--- src/rtl/dmem_arbiter.sv ---
// dmem_arbiter: round-robin, burst-bounded sharing of one single-port dmem between m0 and m1
// Ports:
//   clk, reset                        clock, asynchronous active-high reset
//   mX_req/we/addr/wdata              requester X beat (held until mX_gnt)
//   mX_gnt                            combinational accept
//   mX_rvalid/rdata/err               registered response, one cycle after accept
//   mem_addr/mem_wdata/mem_wen/mem_q  dmem port (mem_q is a combinational read)
module dmem_arbiter #(
    parameter int DWIDTH    = 32,
    parameter int AWIDTH    = 32,
    parameter int MAX_BURST = 4
) (
    input  logic              clk,
    input  logic              reset,
    input  logic              m0_req,
    input  logic              m0_we,
    input  logic [AWIDTH-1:0] m0_addr,
    input  logic [DWIDTH-1:0] m0_wdata,
    output logic              m0_gnt,
    output logic              m0_rvalid,
    output logic [DWIDTH-1:0] m0_rdata,
    output logic              m0_err,
    input  logic              m1_req,
    input  logic              m1_we,
    input  logic [AWIDTH-1:0] m1_addr,
    input  logic [DWIDTH-1:0] m1_wdata,
    output logic              m1_gnt,
    output logic              m1_rvalid,
    output logic [DWIDTH-1:0] m1_rdata,
    output logic              m1_err,
    output logic [AWIDTH-1:0] mem_addr,
    output logic [DWIDTH-1:0] mem_wdata,
    output logic              mem_wen,
    input  logic [DWIDTH-1:0] mem_q
);
    localparam int CW = $clog2(MAX_BURST + 1);
    typedef enum logic [1:0] {IDLE, OWN0, OWN1} owner_t;
    owner_t        owner;
    logic          last;
    logic [CW-1:0] cnt;
    logic          full, sel1, beat, same, mis0, mis1, sel_we, sel_mis;
    assign full = (cnt == CW'(MAX_BURST));
    assign mis0 = |m0_addr[1:0];
    assign mis1 = |m1_addr[1:0];
    // m1 wins when alone, when it owns and has budget left, when m0's budget is
    // spent, or on an idle tie where m0 went last.
    assign sel1 = m1_req & (!m0_req | (owner == OWN1 ? !full : owner == OWN0 ? full : !last));
    assign m1_gnt  = sel1;
    assign m0_gnt  = m0_req & !sel1;
    assign beat    = m0_gnt | m1_gnt;
    assign same    = sel1 ? (owner == OWN1) : (owner == OWN0);
    assign sel_we  = sel1 ? m1_we : m0_we;
    assign sel_mis = sel1 ? mis1 : mis0;
    assign mem_addr  = m1_gnt ? m1_addr : m0_gnt ? m0_addr : '0;
    assign mem_wdata = m1_gnt ? m1_wdata : m0_gnt ? m0_wdata : '0;
    assign mem_wen   = beat & sel_we & !sel_mis;
    always_ff @(posedge clk or posedge reset) begin
        if (reset) begin
            owner     <= IDLE;
            last      <= 1'b1;
            cnt       <= '0;
            m0_rvalid <= 1'b0;
            m0_err    <= 1'b0;
            m0_rdata  <= '0;
            m1_rvalid <= 1'b0;
            m1_err    <= 1'b0;
            m1_rdata  <= '0;
        end else begin
            if (beat) begin
                owner <= sel1 ? OWN1 : OWN0;
                last  <= sel1;
                // saturate so a lone requester keeps streaming
                cnt   <= same ? (full ? cnt : cnt + 1'b1) : CW'(1);
            end else begin
                owner <= IDLE;
                cnt   <= '0;
            end
            m0_rvalid <= m0_gnt;
            m0_err    <= m0_gnt & mis0;
            m0_rdata  <= (m0_gnt & !m0_we & !mis0) ? mem_q : '0;
            m1_rvalid <= m1_gnt;
            m1_err    <= m1_gnt & mis1;
            m1_rdata  <= (m1_gnt & !m1_we & !mis1) ? mem_q : '0;
        end
    end
endmodule
--- config.mk ---
export PLATFORM = sky130hd
export DESIGN_NAME = dmem_arbiter
export DESIGN_NICKNAME = d
export VERILOG_FILES = /design/src/rtl/dmem_arbiter.sv
export SDC_FILE = /design/constraint.sdc
export NUM_CORES = 1
export LEC_CHECK = 0
export ABC_CLOCK_PERIOD_IN_PS = 2400
export BUFFER_PORTS_ARGS = -buffer_cell sky130_fd_sc_hd__clkbuf_2
export CORE_AREA = 2 2 118 120
export CTS_BUF_LIST = sky130_fd_sc_hd__clkbuf_2
export CTS_CLUSTER_SIZE = 10
export DETAILED_ROUTE_END_ITERATION = 16
export DIE_AREA = 0 0 120 122
export HOLD_SLACK_MARGIN = 0.06
export MAX_ROUTING_LAYER = met4
export SLEW_MARGIN = 0
export SYNTH_ARGS = -nofsm -noshare
export SYNTH_HDL_FRONTEND = slang
export SYNTH_SLANG_ARGS = --single-unit
--- constraint.sdc ---
create_clock -name clk -period 2.4 [get_ports clk]
set_input_delay 0.12 -clock clk [delete_from_list [all_inputs] [get_ports clk]]
set_output_delay 0.12 -clock clk [all_outputs]
set_load 0.03 [all_outputs]
# --- Word level (Yosys, flattened, before mapping) ---
# Cells that the tools add are included.
word_totals:
  out_inout_bits: 135
  in_bits: 166
  wordCells: 53
  register_bits: 74
classes:
  n_mux: 16
  n_eq_ne: 4
  addsub: 1
  bitwise: 12
  reduce_logical: 11
op_table:
  columns: ["cell", "n"]
  rows:
  - ["32-bit two-way mux", 6]
  - ["1-bit bitwise AND", 10]
  - ["1-bit logical NOT", 9]
  - ["3-bit two-way mux", 3]
  - ["1-bit two-way mux", 5]
  - ["2-bit two-way mux", 2]
  - ["2-bit OR reduction", 2]
  - ["3-bit by 1-bit adder with 3-bit output (second input constant)", 1]
  - ["3-bit equality test (second input constant)", 1]
  - ["3-bit != test (second input constant)", 1]
  - ["2-bit by 1-bit equality test with 1-bit output (second input constant)", 1]
  - ["2-bit equality test (second input constant)", 1]
  - ["1-bit OR", 2]

# --- Logic depth before layout (Yosys ltp) ---
# Gate-level depths: netlist of run 1.
depth:
  depth_word: 10
  mapped_depth: 8
  mapped_depth_nobuf: 6

# --- Worst setup path after synthesis of run 1 ---
# OpenSTA, ideal clock, no wires.
synth_timing:
  path_kind: "reg-to-output"
  startpoint: "register cnt[0]"
  endpoint: "output port mem_wdata[25]"
  path_buffers: 1
  required_ns: 2.280
  arrival_time_ns: 1.902
  setup_slack_ns: 0.378
  stages_incl_launch_ff: 8
  path_cell_list: "dfrtp_1 inv_1 ha_1 nand2_1 a211oi_2 o31a_1 buf_2 a22o_1"
synth_via:
  elab_chain_len: 9
  word_cells_on_any_way: 10
  cone_classes: "1 x eq/ne; 4 x mux; 3 x bitwise; 2 x reduce/logical"
synth_lines:
  columns: ["element", "line", "text"]
  rows:
  - ["start, declared", "40", "logic [CW-1:0] cnt;"]
  - ["start signal, assigned", "73", "cnt <= same ? (full ? cnt : cnt + 1'b1) : CW'(1);"]
  - ["3-bit equality test (*)", "42", "assign full = (cnt == CW'(MAX_BURST));"]
  - ["1-bit two-way mux / 1-bit logical NOT (equally long branches)", "47", "assign sel1 = m1_req & (!m0_req | (owner == OWN1 ? !full : owner == OWN0 ? full : !last));"]
  - ["1-bit two-way mux (*)", "47", null]
  - ["1-bit OR (*)", "47", null]
  - ["1-bit bitwise AND (*)", "47", null]
  - ["via m1_gnt", "27", "output logic m1_gnt,"]
  - ["1-bit logical NOT", "49", "assign m0_gnt = m0_req & !sel1;"]
  - ["1-bit bitwise AND", "49", null]
  - ["32-bit two-way mux", "55", "assign mem_wdata = m1_gnt ? m1_wdata : m0_gnt ? m0_wdata : '0;"]
  - ["32-bit two-way mux (*)", "55", null]
  - ["end, declared", "32", "output logic [DWIDTH-1:0] mem_wdata,"]
# Mark *: on every way through the listed nets, which the timed path passes. The rest lies on a longest branch.

# --- Final worst setup path of run 1 ---
layout_timing:
  startpoint: "register last"
  endpoint: "output port mem_wdata[12]"
layout_via:
  elab_chain_len: 9
layout_lines:
  columns: ["element", "line", "text"]
  rows:
  - ["start, declared", "39", "logic last;"]
  - ["start signal, assigned", "71", "last <= sel1;"]
  - ["1-bit logical NOT (*)", "47", null]
  - ["1-bit two-way mux (*) (2 in series)", "47", null]
  - ["1-bit OR (*)", "47", null]
  - ["1-bit bitwise AND (*)", "47", null]
  - ["1-bit logical NOT", "49", null]
  - ["1-bit bitwise AND", "49", null]
  - ["32-bit two-way mux", "55", null]
  - ["32-bit two-way mux (*)", "55", null]
# Mark *: on every way between the ends. The rest lies on a longest branch, timed or not.

==> flow_metrics.env, run 1 <==
export IMPL_cap_violations=0
export IMPL_syn_area_um2=3270
export IMPL_slowest_stage="dfstp_2"
export IMPL_crit_chain="nor2b_2 > a211oi_4 > o31a_4 > buf_12 > buf_16 > a22o_1 > buf_8"
export IMPL_place_congestion=0.895
export IMPL_synth_cell_type_count=34
export IMPL_clock_sinks=73
export IMPL_coreArea_um2=13500
export IMPL_pre_cts_slack_ns=0.107
export IMPL_worst_ep_arrival_time_ns=2.57
export IMPL_power_leakage_nw=3.71
export IMPL_avgRoutedWirePerCell_um=20.0
export IMPL_synth_nets=438
export IMPL_postRouteAntennaNets=0
export IMPL_ios=301
export IMPL_ys_ff_latch=73
export IMPL_final_util_pct=50.7
export IMPL_grt_usage_pct=20.2
export IMPL_worstPathMaxFanout=7
export IMPL_min_period_ns=2.69
export IMPL_synth_edf_count=0
export IMPL_finalSetupViolCount=67
export IMPL_met3_usage_pct=5.06
export IMPL_numPortBuffers=300
export IMPL_hold_viol_final=0
export IMPL_ys_warn_count=0
export IMPL_hold_class="primary input to async pin"
export IMPL_yosysTopAreaCell="dfrtp_1"
export IMPL_drive_above_1_share_pct=59.1
export IMPL_crit_type="flop to primary output"
export IMPL_yosysMostFrequentCell="dfrtp_1"
export IMPL_seq_area_frac_synth_pct=55.9
export IMPL_die_height_um=122
export IMPL_synth_async_reset_ratio_pct=100
export IMPL_slew_headroom_pct=67.7
export IMPL_dieArea_um2=14600
export IMPL_critPathMaxStageDelay_ns=0.61
export IMPL_cts_root_buf="clkbuf_2"
export IMPL_path_clk_slew_ns=0.24
export IMPL_yosysTopAreaCellShare_pct=55.1
export IMPL_worstSetupStartpointType="flop"
export IMPL_synth_common_cells="dfrtp_1 (72), a22o_1 (64), and2_1 (64)"
export IMPL_slew_violations=0
export IMPL_syn_avg_cell_area_um2=12.1
export IMPL_antenna_found_initial=1
export IMPL_fmax_ghz=0.372
export IMPL_finClkSkew_ns=0.0343
export IMPL_power_density_nw_per_um2=516
export IMPL_ctsLongestPathBuffers=2
export IMPL_drcViolationCount=0
export IMPL_grt_pass1_wl_um=21700
export IMPL_use_met1_pct=22.3
export IMPL_fin_nets=813
export IMPL_worstSetupEndpointType="primary output"
export IMPL_gr_total_overflow=0
export IMPL_setup_ws_ns=-0.285
export IMPL_ctsHtreeMaxLevel=3
export IMPL_ir_drop_mv=0.280
export IMPL_rsz0062_at_grt="yes"
export IMPL_die_x_um=120
export IMPL_violations="negative setup slack"
export IMPL_initial_core_util_pct=24.2
export IMPL_grt_pass1_vias=3968
export IMPL_synthCells=270
export IMPL_worstPathRequired_ns=2.28
export IMPL_drtIter0Drc=243
export IMPL_rows=43
export IMPL_layout_area_overhead_vs_synth_pct=109
export IMPL_vias=3849
export IMPL_grt_max_degree=41
export IMPL_wl_um=16600
export IMPL_place_hpwl_um=10500
export IMPL_fin_crit_sh_pct=112
export IMPL_synth_ff_type="dfrtp_1"
export IMPL_first_pass_iters=5
export IMPL_viasPerCell=4.63
export IMPL_cts_buffers_inserted=9
export IMPL_use_met2_pct=34.5
export IMPL_grt_busiest_layer="met2"
export IMPL_worst_pin_slew_ns=0.485
export IMPL_clk_latency_ns=0.51
export IMPL_outcome="finished, violations left"
export IMPL_ys_top_cells_by_area="dfrtp_1 (55%), a22o_1 (17%), and2_1 (12%), buf_6 (2.1%), buf_2 (1.5%)"
export IMPL_cts_tree="built"
per-layer routing:
metal | wire length (um) | vias to the layer above | part of all wire, %
met5 | 0 | - | 0
met4 | 626 | 0 | 3.8
met3 | 1340 | 42 | 8.1
met2 | 8590 | 228 | 52
met1 | 6030 | 1844 | 36
li1 | - | 1735 | -
where the power goes:
| group | internal, W | switching [W] | leakage (nW) |
|---|---|---|---|
| logic | 0.000778 | 0.000762 | 2.64 |
| clock network | 0.000250 | 0.000458 | 0.0729 |
| registers | 0.00126 | 0.0000237 | 0.999 |
| total | 0.00229 | 0.00124 | 3.71 |
per-stage QoR:
stage          hold slack (ns)  total power [W]  cell area (um^2)  TNS (ns)  cells
3_3_place_gp             0.233          0.00224              4960         0    740
3_5_place_dp             0.232          0.00225              4960         0    740
6_report                 0.206          0.00353              6840    -15.37    831
5_1_grt                  0.171          0.00370              6840    -24.89    831
4_1_cts                  0.108          0.00338              6440    -20.33    812
2_1_floorplan            0.237          0.00189              3270         0    270
registers in the layout, indices dropped and copies added, names as in the netlist:
signal and cells:
cnt 3, m1_rdata 32, owner 1, m1_err 1, last 1, m0_rdata 32
m0_err 1, m0_rvalid 1, m1_rvalid 1
cell type report:
class	count	area, um^2
Inverter	5	18.8
Clock buffer	9	45.0
Antenna cell	1	2.50
Sequential cell	73	1830
Multi-Input combinational cell	173	1450
Tap cell	180	225
Timing Repair Buffer	383	3200
Fill cell	1235	6660
Clock inverter	7	77.6
critical path, delay by kind of cell, from the launching register on:
family / cells / cell delay, ns
DFF: 1 / 0.61
AOI/OAI and AO/OA: 3 / 0.73
buffers and inverters: 3 / 0.47
and+or+nand+nor: 1 / 0.26
cells in the final DEF (no fill, tap or decap), types with 4 or more instances in the layout:
cell	netlist	routed
buf_8	0	41
buf_4	1	19
dlygate4sd3_1	0	39
clkbuf_16	0	8
a22o_1	64	56
buf_16	0	5
nor3b_1	4	4
buf_6	6	6
dfrtp_1	72	71
buf_12	0	6
a22o_4	0	8
clkbuf_2	0	242
clkbuf_8	0	26
and2_1	64	64
kinds of logic (layout without fill, tap and decap cells):
logic type | Yosys count | after routing | synth area share, %
other cells | 0 | 1 | 0
fa+ha+maj | 2 | 2 | 0.765
buf+inv | 25 | 404 | 4.74
flops | 73 | 73 | 55.9
mux | 1 | 1 | 0.306
simple gates | 85 | 85 | 16.0
compound gates | 84 | 85 | 22.3
worst paths after layout:
| check | startpoint | end | slack, ns | cells after the start |
|---|---|---|---|---|
| max in group asynchronous | reset | m1_rdata[9]$_DFF_PP0_ | 1.80 | 4 |
| hold / removal | reset | m1_rdata[13]$_DFF_PP0_ | 0.21 | 4 |
| setup reg to reg | last$_DFFE_PP1P_ | m1_err$_DFF_PP0_ | 0.05 | 7 |
| hold reg to reg | last$_DFFE_PP1P_ | last$_DFFE_PP1P_ | 0.56 | 1 |
| setup / recovery | last$_DFFE_PP1P_ | mem_wdata[12] | -0.29 | 7 |
| min in group clk | m0_we | m0_rdata[13]$_DFF_PP0_ | 0.25 | 5 |
repair_timing:
item                                    4_1_cts  5_1_grt
resized for setup                           158       57
hold buffers                                 39        0
setup buffers                                11        7
pin swaps                                    22       39
gates cloned                                  6       12
endpoints found under the setup margin       67       68
endpoints found under the hold margin       145        0
No activity file was read; power rests on OpenSTA's default activity.
==> run 2, diff against run 1 <==
--- a/config.mk
+++ b/config.mk
@@ -5,8 +5,9 @@
 export SDC_FILE = /design/constraint.sdc
 export NUM_CORES = 1
 export LEC_CHECK = 0
+export ABC_AREA = 1
 export ABC_CLOCK_PERIOD_IN_PS = 2400
-export BUFFER_PORTS_ARGS = -buffer_cell sky130_fd_sc_hd__clkbuf_2
+export BUFFER_PORTS_ARGS = -buffer_cell sky130_fd_sc_hd__buf_2
 export CORE_AREA = 2 2 118 120
 export CTS_BUF_LIST = sky130_fd_sc_hd__clkbuf_2
 export CTS_CLUSTER_SIZE = 10
==> flow_metrics.env, run 2 <==
export IMPL_outcome="finished, violations left"
export IMPL_violations="negative setup slack"
export IMPL_cts_buffers_inserted=9
export IMPL_worstPathMaxFanout=8
export IMPL_top_regs="m0_rdata (32), m1_rdata (32), cnt (3)"
export IMPL_ys_warn_count=0
export IMPL_rsz0062_at_grt="yes"
export IMPL_drtIter0Drc=159
export IMPL_stdcell_area_um2=6910
export IMPL_antenna_found_initial=0
export IMPL_grt_pass1_vias=4043
export IMPL_worst_pin_slew_ns=0.522
export IMPL_worstPathRequired_ns=2.28
export IMPL_cts_root_buf="clkbuf_2"
export IMPL_path_clk_slew_ns=0.22
export IMPL_ys_top_cells_by_area="dfrtp_1 (55%), nand2_1 (23%), nor2_1 (8.2%), inv_1 (5.0%), buf_6 (2.1%)"
export IMPL_setup_ws_ns=-0.0637
export IMPL_gr_total_overflow=0
export IMPL_rows=43
export IMPL_syn_area_um2=3290
export IMPL_finalSetupViolCount=34
export IMPL_layout_common_cells="buf_2 (234), nand2_1 (89), nor2_1 (72), dfrtp_1 (72), buf_6 (67)"
export IMPL_synth_cell_type_count=20
export IMPL_postRouteAntennaNets=0
export IMPL_seq_area_frac_synth_pct=55.5
export IMPL_synthCells=432
export IMPL_power_leakage_nw=4.26
export IMPL_min_period_ns=2.46
export IMPL_synth_common_cells="nand2_1 (201), dfrtp_1 (72), nor2_1 (72)"
export IMPL_ys_ff_latch=73
export IMPL_slew_headroom_pct=65.1
export IMPL_synth_edf_count=0
export IMPL_fin_nets=965
export IMPL_grt_max_degree=50
export IMPL_die_height_um=122
export IMPL_clock_sinks=73
export IMPL_ctsLongestPathBuffers=2
export IMPL_die_x_um=120
export IMPL_ctsHtreeMaxLevel=3
export IMPL_fin_crit_sh_pct=103
export IMPL_place_hpwl_um=8780
export IMPL_ios=301
export IMPL_cts_tree="built"
export IMPL_synth_ff_type="dfrtp_1"
export IMPL_grt_pass1_wl_um=20400
export IMPL_numPortBuffers=300
export IMPL_cap_violations=0
export IMPL_drcViolationCount=0
export IMPL_worstSetupEndpointType="primary output"
export IMPL_hold_class="primary input to async pin"
export IMPL_vias=4092
export IMPL_synth_nets=600
export IMPL_yosysTopAreaCellShare_pct=54.7
export IMPL_first_pass_iters=4
export IMPL_grt_usage_pct=18.7
export IMPL_synth_async_reset_ratio_pct=100
export IMPL_worst_ep_arrival_time_ns=2.34
export IMPL_dieArea_um2=14600
export IMPL_ir_drop_mv=0.183
export IMPL_final_common_cell="buf_2"
export IMPL_avgRoutedWirePerCell_um=14.7
export IMPL_viasPerCell=4.17
export IMPL_layout_area_overhead_vs_synth_pct=110
export IMPL_worstSetupStartpointType="flop"
export IMPL_insertedDiodeCount=0
export IMPL_yosysMostFrequentCell="nand2_1"
export IMPL_fmax_ghz=0.406
export IMPL_slew_violations=0
export IMPL_wl_um=14400
export IMPL_place_congestion=0.802
export IMPL_initial_core_util_pct=24.4
export IMPL_crit_type="flop to primary output"
export IMPL_coreArea_um2=13500
export IMPL_pre_cts_slack_ns=0.273
export IMPL_place_area_um2=4970
export IMPL_syn_avg_cell_area_um2=7.63
export IMPL_drive_above_1_share_pct=59.1
export IMPL_finClkSkew_ns=0.0241
export IMPL_hold_viol_final=0
export IMPL_power_density_nw_per_um2=479
export IMPL_clk_latency_ns=0.49
export IMPL_yosysTopAreaCell="dfrtp_1"
## run 2: cell count changes after synthesis, moves of 4 or more
cell,delta
inv_1,+39
nand2_1,+198
nand3_1,+5
a22o_1,-64
nor3b_1,-4
nor2_1,+68
and2_1,-64
## run 2: final timing paths
check	slack [ns]	from	endpoint	cells past startpoint
max	-0.06	cnt[1]$_DFFE_PP0P_	mem_wdata[7]	15
min	0.17	reset	m0_rdata[12]$_DFF_PP0_	3
max reg2reg	0.25	cnt[1]$_DFFE_PP0P_	m0_err$_DFF_PP0_	13
min reg2reg	0.66	cnt[2]$_DFFE_PP0P_	cnt[2]$_DFFE_PP0P_	3
max in group asynchronous	1.53	reset	last$_DFFE_PP1P_	4
min in group clk	0.18	m0_req	m1_rvalid$_DFF_PP0_	5
## run 2: metrics by stage
stage	TNS (ns)	std cells	util [%]	power (W)	hold slack [ns]
final	-0.420	982	51.1	0.00331	0.171
after floorplan	0	432	-	0.00185	0.183
after global routing	-12.27	982	51.1	0.00350	0.117
after global placement	0	899	36.8	0.00219	0.189
after detailed placement	0	899	36.8	0.00219	0.184
after CTS	-2.52	979	49.0	0.00326	0.0862
## run 2: cell families (layout without fill, tap and decap cells)
logic type                 Yosys count  count (layout)  share of synthesized area [%]
buffers and inverters               66             436                           9.46
DFF                                 73              73                           55.5
AOI/OAI and AO/OA                    5               5                          0.759
and+or+nand+nor                    285             285                           33.3
adders and majority gates            2               2                          0.759
xor gates and xnor gates             1               1                          0.266
## run 2: worst max-delay path: stages (launching register included)
cell,delay (ns)
dfrtp_1,0.44
inv_2,0.08
ha_4,0.15
nand2_4,0.06
inv_2,0.05
nand2_1,0.04
nand2_1,0.07
nand3_2,0.09
nand2_4,0.11
nand2_4,0.07
inv_6,0.08
buf_12,0.14
buf_16,0.17
nand2_4,0.06
nand2_2,0.09
buf_6,0.14
## run 2: power breakdown
part / switching (W) / internal (W) / total [W]
clock network: 0.000446 / 0.000135 / 0.000580
logic: 0.000804 / 0.000646 / 0.00145
registers: 0.0000120 / 0.00126 / 0.00128
total: 0.00126 / 0.00204 / 0.00331
## run 2: cell type report
| type | count | area, um^2 |
|---|---|---|
| inverters | 46 | 194 |
| flip-flops and latches | 73 | 1830 |
| clock buffers | 9 | 45.0 |
| repair buffers | 374 | 2870 |
| well taps | 180 | 225 |
| multi-input cells | 293 | 1700 |
| fillers | 1273 | 6600 |
| clock inverters | 7 | 46.3 |
## run 2: metal layers
layer	vias up	share of wire [%]	track usage [%]
met5	-	0	-
met4	0	2.9	8.75
met1	1868	39	21.5
li1	1996	-	-
met2	198	53	32.2
met3	30	5.1	2.62
## run 2: repair_timing
item | 4_1_cts | 5_1_grt
setup buffers | 13 | 3
gates cloned | 10 | 1
pin swaps | 27 | 41
resized for setup | 247 | 72
endpoints found under the hold margin | 145 | 0
hold buffers | 42 | 0
endpoints found under the setup margin | 67 | 67
